[src/rtl/fifo_rd_ctrl.sv]
// Reader-side FIFO controller: pops on !fifo_empty, absorbs the one-cycle read latency in a
// 2-entry skid buffer and presents words on valid/ready. RDC_STATS_EN adds pop/stall counters.
module fifo_rd_ctrl #(
  parameter int DT_WIDTH = 8
) (
  input  logic                clk,
  input  logic                rst,
  input  logic                en,
  input  logic                flush,
  input  logic                fifo_empty,
  output logic                fifo_rd_en,
  input  logic [DT_WIDTH-1:0] fifo_rd_dt,
  output logic                out_vld,
  input  logic                out_rdy,
  output logic [DT_WIDTH-1:0] out_dt,
  output logic                busy
`ifdef RDC_STATS_EN
  ,
  output logic [15:0]         rd_cnt,
  output logic [15:0]         stall_cnt
`endif
);

  typedef enum logic [1:0] {
    IDLE  = 2'd0,
    RUN   = 2'd1,
    FLUSH = 2'd2
  } state_t;

  state_t              state_reg, state_next;
  logic [1:0]          occ_reg, occ_next;
  logic                inflt_reg;
  logic [DT_WIDTH-1:0] head_reg, tail_reg;
  logic                pop;
  logic                wr;
  logic [1:0]          wr_pos;
  logic [2:0]          level;

  assign out_vld = !rst && (occ_reg != 2'd0) && (state_reg != FLUSH);
  assign pop     = out_vld & out_rdy;
  assign wr      = inflt_reg & (state_reg != FLUSH);
  assign out_dt  = head_reg;
  assign busy    = !rst && ((occ_reg != 2'd0) || inflt_reg || (state_reg == FLUSH));

  // Words already owed to the buffer after this edge; a read is legal only if one slot stays free.
  assign level      = {1'b0, occ_reg} + {2'b00, inflt_reg} - {2'b00, pop};
  assign fifo_rd_en = !rst && (state_reg == RUN) && en && !flush && !fifo_empty
                      && (level < 3'd2);

  assign wr_pos   = occ_reg - {1'b0, pop};
  assign occ_next = occ_reg + {1'b0, wr} - {1'b0, pop};

  always_comb begin
    state_next = state_reg;
    if (flush) begin
      state_next = FLUSH;
    end else begin
      case (state_reg)
        IDLE:    if (en) state_next = RUN;
        RUN:     if (!en) state_next = IDLE;
        FLUSH:   if (!inflt_reg) state_next = en ? RUN : IDLE;
        default: state_next = IDLE;
      endcase
    end
  end

  always_ff @(posedge clk) begin
    if (rst) begin
      state_reg <= IDLE;
      occ_reg   <= 2'd0;
      inflt_reg <= 1'b0;
      head_reg  <= '0;
      tail_reg  <= '0;
    end else begin
      state_reg <= state_next;
      inflt_reg <= fifo_rd_en;
      if (flush) begin
        // Buffered and arriving words are dropped; data registers keep their last value.
        occ_reg <= 2'd0;
      end else begin
        occ_reg <= occ_next;
        if (pop && (occ_reg == 2'd2)) head_reg <= tail_reg;
        if (wr && (wr_pos == 2'd0)) head_reg <= fifo_rd_dt;
        if (wr && (wr_pos == 2'd1)) tail_reg <= fifo_rd_dt;
      end
    end
  end

`ifdef RDC_STATS_EN
  always_ff @(posedge clk) begin
    if (rst || flush) begin
      rd_cnt    <= 16'd0;
      stall_cnt <= 16'd0;
    end else begin
      if (pop && (rd_cnt != 16'hFFFF)) rd_cnt <= rd_cnt + 16'd1;
      if ((state_reg == RUN) && (occ_reg == 2'd0) && !inflt_reg && fifo_empty
          && (stall_cnt != 16'hFFFF))
        stall_cnt <= stall_cnt + 16'd1;
    end
  end
`endif

endmodule

[config.mk]
export PLATFORM = sky130hd
export DESIGN_NAME = fifo_rd_ctrl
export DESIGN_NICKNAME = d
export VERILOG_FILES = /design/src/rtl/fifo_rd_ctrl.sv
export SDC_FILE = /design/constraint.sdc
export NUM_CORES = 1
export LEC_CHECK = 0
export ABC_AREA = 1
export ABC_CLOCK_PERIOD_IN_PS = 2500
export BUFFER_PORTS_ARGS = -buffer_cell sky130_fd_sc_hd__clkbuf_2
export CAP_MARGIN = 10
export CORE_MARGIN = 1
export CORE_UTILIZATION = 24
export DETAILED_ROUTE_END_ITERATION = 10
export SETUP_SLACK_MARGIN = 0.1
export SLEW_MARGIN = 25
export SYNTH_ARGS = -nofsm -noshare
export SYNTH_HDL_FRONTEND = slang
export SYNTH_SLANG_ARGS = --single-unit
[constraint.sdc]
create_clock -name clk -period 2.5 [get_ports clk]
set_input_delay 0.375 -clock clk [delete_from_list [all_inputs] [get_ports clk]]
set_output_delay 0.375 -clock clk [all_outputs]
set_load 0.02 [all_outputs]
# Word level (Yosys, flattened, before mapping)
# Cells that the tools add are included.
# totals
inputBits	14
wordCells	59
ff_bits	21
out_inout_bits	11
# op_classes
addsub	5
muxes	8
n_reduce_logical	25
n_bitwise	3
n_eq_ne	11
n_lt_le_gt_ge	1
# ops
cell	count
$mux W8	2
$logic_and A1 B1 Y1	11
$ne A3 B3 Y1 const B	3
$mux W2	4
$ne A2 B2 Y1 const B	4
$pmux W2 S3	1
$reduce_and A3 Y1	2
$eq A2 B1 Y1 const B	2
$eq A2 B2 Y1 const B	2
$logic_not A2 Y1	2
$reduce_and A2 Y1	2
$reduce_bool A2 Y1	2
$sub A2 B1 Y2	2
$add A2 B1 Y3	1
$logic_not A1 Y1	3
$lt A3 B2 Y1 const B	1
$sub A3 B1 Y3	1
$add A2 B1 Y2	1
$and A1 B1 Y1	2
$logic_or A1 B1 Y1	2
$reduce_or A2 Y1	1
$mux W1	1
$not A1 Y1	1

# Longest topological paths before layout
# Gate-level depths: netlist of run 1.
# depth
ltp_word	9
depth_mapped	15
ltp_nobuf	14

# Least setup slack after synthesis of run 1
# Ideal clock, no wire load.
# synth_path
kind	reg-to-output
start	reg occ_reg[1]
end	out fifo_rd_en
required_time_ns	2.125
path_buffers	0
slack_ns	-0.492
arrival_ns	2.617
path_stages_with_launch	9
path_cell_list	dfxtp_1 -> nor2_1 -> nor2_1 -> and3_1 -> ha_1 -> or2_2 -> fa_1 -> nand2_1 -> nor4_1
# synth_between
elab_chain_cells	7
word_cells_on_any_way	8
cone_classes	2 x add/sub; 1 x order compare; 1 x bitwise; 4 x reduce/logical
# synth_rtl
element	line_no	rtl
start, declared	31	logic [1:0] occ_reg, occ_next;
start signal, assigned	81	occ_reg <= occ_next;
$reduce_bool A2 Y1	39	assign out_vld = !rst && (occ_reg != 2'd0) && (state_reg != FLUSH);
$logic_and A1 B1 Y1 (2 in series)	39	
$and A1 B1 Y1	40	assign pop = out_vld & out_rdy;
$sub A3 B1 Y3 (*)	46	assign level = {1'b0, occ_reg} + {2'b00, inflt_reg} - {2'b00, pop};
$lt A3 B2 Y1 (*)	48	&& (level < 3'd2);
$logic_and A1 B1 Y1 (*)	48	
end, declared	11	output logic fifo_rd_en,
# Mark *: on every way between the ends. The rest lies on a longest branch, timed or not.

# Final worst setup path of run 1
# Same ends and word-level chain as after synthesis.

==> impl_summary.md, run 1 <==
GRT
In the global route stage, overall resource usage came out at 0.09809. The number of antenna violations at the first check in global routing was 0. The number of global-route vias before repair is 874. Entering global routing, the biggest net connects 17 pins.

In the global route stage, met3 resource usage came out at 0.03030. For met2 alone, demand over resource in global routing was 0.1534. After global routing the overflow that remains totals 0. The first-pass GRT wire length is 3.808 mm. The busiest layer in global routing is met2. In the global route stage, met1 resource usage came out at 0.1244.

Synth
Of the post-synthesis cell area, the part taken by muxes is 0. The post-synth design cell area is 1117 sq um. The count of synthesis-stage warnings from yosys is 0. Of the total synthesized cell area, the portion taken by XOR and XNOR cells is 0.01568. The cell count after synthesis is between 150 and 200. The share of the yosys chip area belonging to registers is 0.3763. The post-synthesis sequential element count is 21. The total nets after synthesis is 178.

The dominant combinational cell family by area after synthesis is simple AND/OR/NAND/NOR gates. Yosys mapped the design onto 26 distinct sky130hd cell types. Of the total synthesized cell area, the portion taken by full adders, half adders and majority gates is 0.06271. Of the total synthesized cell area, the portion taken by AND, OR, NAND and NOR gates is 0.2934. The mean cell area of the mapped netlist is roughly 7 sq um. The share of the synthesized area in compound gates (AO/OA/AOI/OAI) came to 0.1209.

Final layout
In the layout the commonest cells are sky130_fd_sc_hd__nand2_1, sky130_fd_sc_hd__inv_1, sky130_fd_sc_hd__clkbuf_2, sky130_fd_sc_hd__nor2_1, sky130_fd_sc_hd__dfxtp_1. Of the cells placed in the final design, the portion with a size suffix greater than 1 is 0.2902. The antenna diode count is 0. Relative to the synthesized area, the layout overhead comes to 28.00%. The layout has 463 filler cells. At the end of the flow, the number of nets in the layout was 213. Leaving out fill and tap cells, the most frequent cell in the layout is sky130_fd_sc_hd__nand2_1.

Clock network
In this run the deepest clock path goes through 2 buffers. The clock-pin transition on the worst setup and hold timing paths is ~0.080 ns. In this run the number of H-tree levels came out at 1. The clock tree from TritonCTS is yes. The cell chosen for the clock root is sky130_fd_sc_hd__clkbuf_8. The total number of clock tree sinks is 21. The total clock buffers created by CTS is 3.

Clock latency on the worst-skew pair, taken at its later pin, is 0.26 ns.

Route
For this block, the routed nets add up to 2.342 mm of wire. Across all layers, the routed design uses 1032 vias. The number of vias per cell after detailed routing is 4.212.

The first detailed-routing pass ran for 5 iterations. The number of design-rule violations left by the first detailed-router iteration is 45. For this run, design rule violations remaining after detail routing come to 0.

In the final routed layout, each cell accounts on average for 9.559 um. The number of routed nets with antenna violations is 0.

Worst hold path
The worst hold path class is in -> reg.

Pwr
The worst-case IR drop observed on VDD is ~0.00018 V. In this run the power density over the cells is 423.5 nW/um^2. For this design the static power due to leakage is 0.6954 nW.

The design draws a little over 600 uW.

STA
The worst pin sits at a relative slew slack of 0.6889. The number of setup violations in the final report is 1. The final setup slack of the worst path is -0.2047 ns. Setup repair after global routing could not meet its margin everywhere. Of the available clock period, the critical path in the final layout requires 1.082. The worst hold margin is between 0.3 and 0.4 ns.

The max-slew violation count is 0. The maximum clock frequency is ~370 MHz. The minimum period implied by the final worst setup slack is 2.705 ns. The number of endpoints with negative hold slack in the final report is 0. The transition at the pin with the smallest max-transition slack is ~0.47 ns. Across the routed clock network, the largest skew measured is 0.002364 ns.

Floorplan
The die boundary height is 70.23 um. The die covers 4932 sq um. The core outline area is 4414 sq um.

The I/O pin count is 25. After floorplanning, the core was divided into 24 placement rows. The effective utilization at floorplan is 0.2531.

The chip width is 70.23 um.

Worst setup path
Data on the critical path arrives at its endpoint at ~2.3 ns. Of all nets on the critical path, the largest fanout is 2. The critical path in this run is classified as reg -> out. STA classifies the critical path endpoint as a primary output. The launching element type of the critical path is a register.

STA puts the critical path data required time at 2.12 ns.

Placement
The post-detailed-placement half-perimeter wirelength is 1.732 mm. The number of port buffers is 24. OpenSTA, run right after detailed placement, puts the worst setup slack at -0.1636 ns. The placer congestion estimate is 0.7834.

Status
The checks that failed: setup timing. The run finished, with violations left.

Job
The number of violations of the max-capacitance limit is 0.
[layer usage]
layer,vias to the layer above,wire [um]
li1,560,-
met1,448,1100
met2,20,1095
met3,4,111
met4,0,35
met5,-,0
[synthesized netlist by cell type]
cell type | count | share of area
sky130_fd_sc_hd__nor3b_1 | 1 | 0.0067
sky130_fd_sc_hd__or2_2 | 2 | 0.011
sky130_fd_sc_hd__xnor2_1 | 1 | 0.0078
sky130_fd_sc_hd__inv_1 | 26 | 0.087
sky130_fd_sc_hd__clkbuf_8 | 1 | 0.012
sky130_fd_sc_hd__fa_1 | 1 | 0.018
sky130_fd_sc_hd__a21oi_1 | 11 | 0.049
sky130_fd_sc_hd__nor2_4 | 1 | 0.010
sky130_fd_sc_hd__o21ai_0 | 16 | 0.072
sky130_fd_sc_hd__and3_1 | 1 | 0.0056
sky130_fd_sc_hd__xor2_1 | 1 | 0.0078
sky130_fd_sc_hd__nand2_2 | 3 | 0.017
sky130_fd_sc_hd__dfxtp_1 | 21 | 0.38
sky130_fd_sc_hd__inv_2 | 1 | 0.0034
sky130_fd_sc_hd__buf_2 | 1 | 0.0045
sky130_fd_sc_hd__nand2_4 | 2 | 0.020
sky130_fd_sc_hd__nor4_1 | 2 | 0.011
sky130_fd_sc_hd__nand4_1 | 2 | 0.011
sky130_fd_sc_hd__nand2_1 | 33 | 0.11
sky130_fd_sc_hd__nor3_1 | 1 | 0.0045
sky130_fd_sc_hd__clkinv_1 | 1 | 0.0034
sky130_fd_sc_hd__ha_1 | 4 | 0.045
sky130_fd_sc_hd__nor2_2 | 1 | 0.0056
sky130_fd_sc_hd__buf_6 | 2 | 0.020
sky130_fd_sc_hd__nand3_1 | 2 | 0.0090
sky130_fd_sc_hd__nor2_1 | 21 | 0.071
[worst max-delay path, stage by stage, from the launching register on]
cell and delay [ns]:
sky130_fd_sc_hd__dfxtp_4 0.36, sky130_fd_sc_hd__nor2_4 0.11, sky130_fd_sc_hd__nor2_2 0.04, sky130_fd_sc_hd__and3_1 0.16
sky130_fd_sc_hd__ha_1 0.28, sky130_fd_sc_hd__or2_4 0.23, sky130_fd_sc_hd__fa_2 0.35, sky130_fd_sc_hd__xor2_2 0.17
sky130_fd_sc_hd__nor4_4 0.20, sky130_fd_sc_hd__buf_4 0.18
[where the power goes]
part           total [mW]  internal [mW]  switching, mW
Clock               0.228          0.111          0.117
Sequential          0.336          0.335        0.00135
Combinational      0.0415         0.0176         0.0239
[per-stage QoR]
stage | std cells | setup TNS [ns] | instance area (sq um) | utilization
2_1_floorplan | 159 | -0.04459 | 1150 | -
3_3_place_gp | 239 | -0.1385 | 1354 | 0.3067
3_5_place_dp | 239 | -0.1636 | 1354 | 0.3067
4_1_cts | 245 | -0.2268 | 1430 | 0.3240
5_1_grt | 245 | -0.3093 | 1430 | 0.3240
6_report | 245 | -0.2047 | 1430 | 0.3240
[cells by family after synthesis]
group / Yosys count
AO/OA/AOI/OAI: 27
XOR/XNOR: 2
adder cells (fa/ha/maj): 5
buffers and inverters: 32
flip-flops: 21
AND/OR/NAND/NOR: 72
[final timing paths]
| path | start | end | slack, ns | cells after the start |
|---|---|---|---|---|
| max | occ_reg[1]$_SDFF_PP0_ | fifo_rd_en | -0.20 | 9 |
| min | fifo_empty | inflt_reg$_SDFF_PP0_ | 0.33 | 2 |
| max reg2reg | occ_reg[1]$_SDFF_PP0_ | inflt_reg$_SDFF_PP0_ | 0.28 | 9 |
| min reg2reg | tail_reg[6]$_SDFFE_PP0P_ | tail_reg[6]$_SDFFE_PP0P_ | 0.45 | 2 |
[what timing repair did]
action	4_1_cts	5_1_grt
pin swaps	6	0
resized for setup	4	1
buffers inserted	2	0
cloned	0	0
endpoints found under the setup margin	1	1
hold buffers	0	0
[final cells by class]
type | count | area (sq um) | share of cell area
multi-input combinational | 106 | 590.6 | 0.4129
clock buffer | 3 | 41.29 | 0.02887
tap | 52 | 65.06 | 0.04549
timing repair buffer | 34 | 197.7 | 0.1382
inverter | 28 | 105.1 | 0.07349
sequential | 21 | 425.4 | 0.2975
clock inverter | 1 | 5.005 | 0.003500
No activity file was read; power rests on OpenSTA's default activity.
==> inputs of run 2 (changes only) <==
--- a/config.mk
+++ b/config.mk
@@ -7,11 +7,13 @@
 export LEC_CHECK = 0
 export ABC_AREA = 1
 export ABC_CLOCK_PERIOD_IN_PS = 2500
-export BUFFER_PORTS_ARGS = -buffer_cell sky130_fd_sc_hd__clkbuf_2
+export BUFFER_PORTS_ARGS = -buffer_cell sky130_fd_sc_hd__buf_2
 export CAP_MARGIN = 10
 export CORE_MARGIN = 1
 export CORE_UTILIZATION = 24
+export CTS_CLUSTER_SIZE = 10
 export DETAILED_ROUTE_END_ITERATION = 10
+export GPL_TIMING_DRIVEN = 1
 export SETUP_SLACK_MARGIN = 0.1
 export SLEW_MARGIN = 25
 export SYNTH_ARGS = -nofsm -noshare
==> run 2 against run 1 <==
Against the previous run:
- the run still ends with setup timing left
- die area unchanged
- worst setup slack worse by 0.035 ns
- clock power about the same
- maximum frequency down 1.3%
- final area up 0.53%
- clock skew up 0.0011 ns
- critical path type unchanged
- largest power group unchanged
==> impl_summary.md, run 2 (synthesis gave the netlist of run 1 again) <==
Status
The run finished, with violations left. The checks that failed: setup timing.

Clock network
The clock insertion delay at the later pin of the skew report is between 0.2 and 0.3 ns. TritonCTS built the clock tree. The maximum count of clock buffers along a single path is 2. The total clock buffers created by CTS is 3. The clock-pin transition on the worst setup and hold timing paths is 0.08 ns.

CTS placed an instance of sky130_fd_sc_hd__clkbuf_8 at the clock tree root. CTS built an H-tree with a depth of 1. The clock net in this run drives a total of 21 sinks.

Final layout
Leaving out fill and tap cells, the most frequent cell in the layout is sky130_fd_sc_hd__nand2_1. The multi-input combinational cells in the finished layout cover a total of 598.1 sq um. In the final layout, the share of cells above drive strength 1 is 0.2902. Counting the fill cells in the layout gives ~470.

After the last flow step, the layout net total stands at ~210. The growth of design area from synthesis to finish is 28.67%. The sequential standard cell area is 425.4 sq um. The repair_antennas step left the layout with diodes totalling 0.

The library cells used most frequently in the layout, excluding fill and tap cells, are sky130_fd_sc_hd__nand2_1, sky130_fd_sc_hd__inv_1, sky130_fd_sc_hd__buf_2, sky130_fd_sc_hd__nor2_1, sky130_fd_sc_hd__dfxtp_1. The finished cells cover between 1000 and 1500 sq um.

Floorplan
The effective utilization at floorplan is 0.2531. The count of standard-cell rows is 24. The chip width is 70.23 um. The die boundary height is between 70 and 80 um. The floorplan step defined a die boundary enclosing 4932 sq um. The floorplan step defined a core boundary enclosing 4414 sq um. Pin placement for this block handled 25 I/O pins.

Route
The final wirelength is 2.315 mm. The post-route DRC violation count is 0. For this block, the via count after detailed routing is approximately 1000. For this run, the detailed router's first-pass iteration total came to 4. The first routing iteration left 57 violations. The number of routed nets with antenna violations is 0. After detailed routing, the average wire length per cell comes to 9.449 um. Using the TritonRoute via totals, the vias-per-cell ratio works out to 4.278.

GRT
For this run, the total global-route usage over all layers was measured as 0.1014. The total congestion overflow is 0. Entering global routing, the biggest net connects 19 pins.

The number of global-route vias before repair is 949. The number of antenna violations at the first check in global routing is 0. The first-pass GRT wire length is 3.933 mm.

STA
After routing, the total negative slack on setup checks comes to -0.2400 ns. The transition at the pin with the smallest max-transition slack is 0.4597 ns. Of the available clock period, the critical path in the final layout requires 1.096. The worst hold margin is 0.3261 ns. The worst path in the final design needs a cycle of between 2 and 3 ns, including I/O delays and setup.

Setup slack on the critical path of the routed design comes to -0.2400 ns. The maximum clock frequency is 365.0 MHz. Setup repair after global routing could not meet its margin everywhere.

For the final database, setup skew stands at 0.003439 ns. In this run the tightest slew margin relative to its limit is 0.6928. The number of endpoints with negative hold slack in the final report is 0. Setup violations remaining at the end of the flow were counted as 1. The max-slew violation count was 0.

Pwr
The static leakage is between 0.7 and 0.8 nW. The post-layout total power is about 600 uW. The maximum vdd drop is 0.0002261 V.

The power per standard cell area is 419.3 nW/um^2.

Placement
The placer congestion estimate is 0.8295. The placed instances occupy a cell area of 1354 sq um. During placement, the flow inserted port buffers numbering 24. The worst setup slack before clock tree synthesis is -0.1845 ns. The HPWL after detailed placement is 1.749 mm.

Worst setup path
Along the worst path, the maximum fanout reaches 2. The launching element type of the critical path is a register. The data arrival time of the critical path is 2.37 ns.

The endpoint kind of the worst setup timing path is a primary output. The worst path required time is 2.12 ns. The path type of the worst setup path is reg -> out.

Worst hold path
The worst hold path class is in -> reg.

Job
Across the run, the number of max-cap violations was 0.
run 2: path summary, 6_finish.rpt:
| kind | startpoint | endpoint | slack, ns | depth (start not counted) |
|---|---|---|---|---|
| worst max-delay path | occ_reg[1]$_SDFF_PP0_ | fifo_rd_en | -0.24 | 9 |
| worst max register to register | occ_reg[1]$_SDFF_PP0_ | inflt_reg$_SDFF_PP0_ | 0.37 | 9 |
| worst min-delay path | fifo_empty | inflt_reg$_SDFF_PP0_ | 0.33 | 2 |
| worst min register to register | tail_reg[3]$_SDFFE_PP0P_ | tail_reg[3]$_SDFFE_PP0P_ | 0.45 | 2 |
run 2: per-layer routing:
layer / vias to the layer above / wire, um / track usage
li1: 561 / - / -
met5: - / 0 / 0
met3: 4 / 92 / 0.02597
met1: 468 / 1053 / 0.1226
met4: 0 / 51 / 0.05333
met2: 15 / 1119 / 0.1640
run 2: repair_timing:
item | 4_1_cts | 5_1_grt
buffers inserted | 2 | 0
gates resized for setup | 2 | 2
setup endpoints to repair | 1 | 1
pin swaps | 6 | 0
hold buffers | 0 | 0
run 2: through the flow:
| step | utilization | std cells |
|---|---|---|
| after floorplan | - | 159 |
| after global placement | 0.3067 | 239 |
| after detailed placement | 0.3067 | 239 |
| after CTS | 0.3217 | 245 |
| after global routing | 0.3257 | 245 |
| final | 0.3257 | 245 |
run 2: layout make-up:
type / count / area share
clock inverters: 1 / 0.003481
well taps: 52 / 0.04526
multi-input cells: 106 / 0.4160
inverters: 28 / 0.07311
repair buffers: 34 / 0.1375
flip-flops and latches: 21 / 0.2959
clock buffers: 3 / 0.02872
run 2: worst max-delay path, stage by stage (launching register included):
cell and delay, ns:
sky130_fd_sc_hd__dfxtp_4 0.36, sky130_fd_sc_hd__nor2_4 0.04, sky130_fd_sc_hd__nor2_2 0.09, sky130_fd_sc_hd__and3_4 0.21
sky130_fd_sc_hd__ha_4 0.19, sky130_fd_sc_hd__or2_4 0.22, sky130_fd_sc_hd__fa_1 0.50, sky130_fd_sc_hd__nand2_2 0.08
sky130_fd_sc_hd__nor4_4 0.24, sky130_fd_sc_hd__buf_4 0.17
run 2: where the power goes:
part	total [mW]	switching [mW]	leakage [nW]	internal (mW)
registers	0.336	0.00123	0.171	0.335
clock network	0.225	0.114	0.0255	0.111
logic	0.0419	0.0243	0.506	0.0176
total	0.603	0.139	0.702	0.464
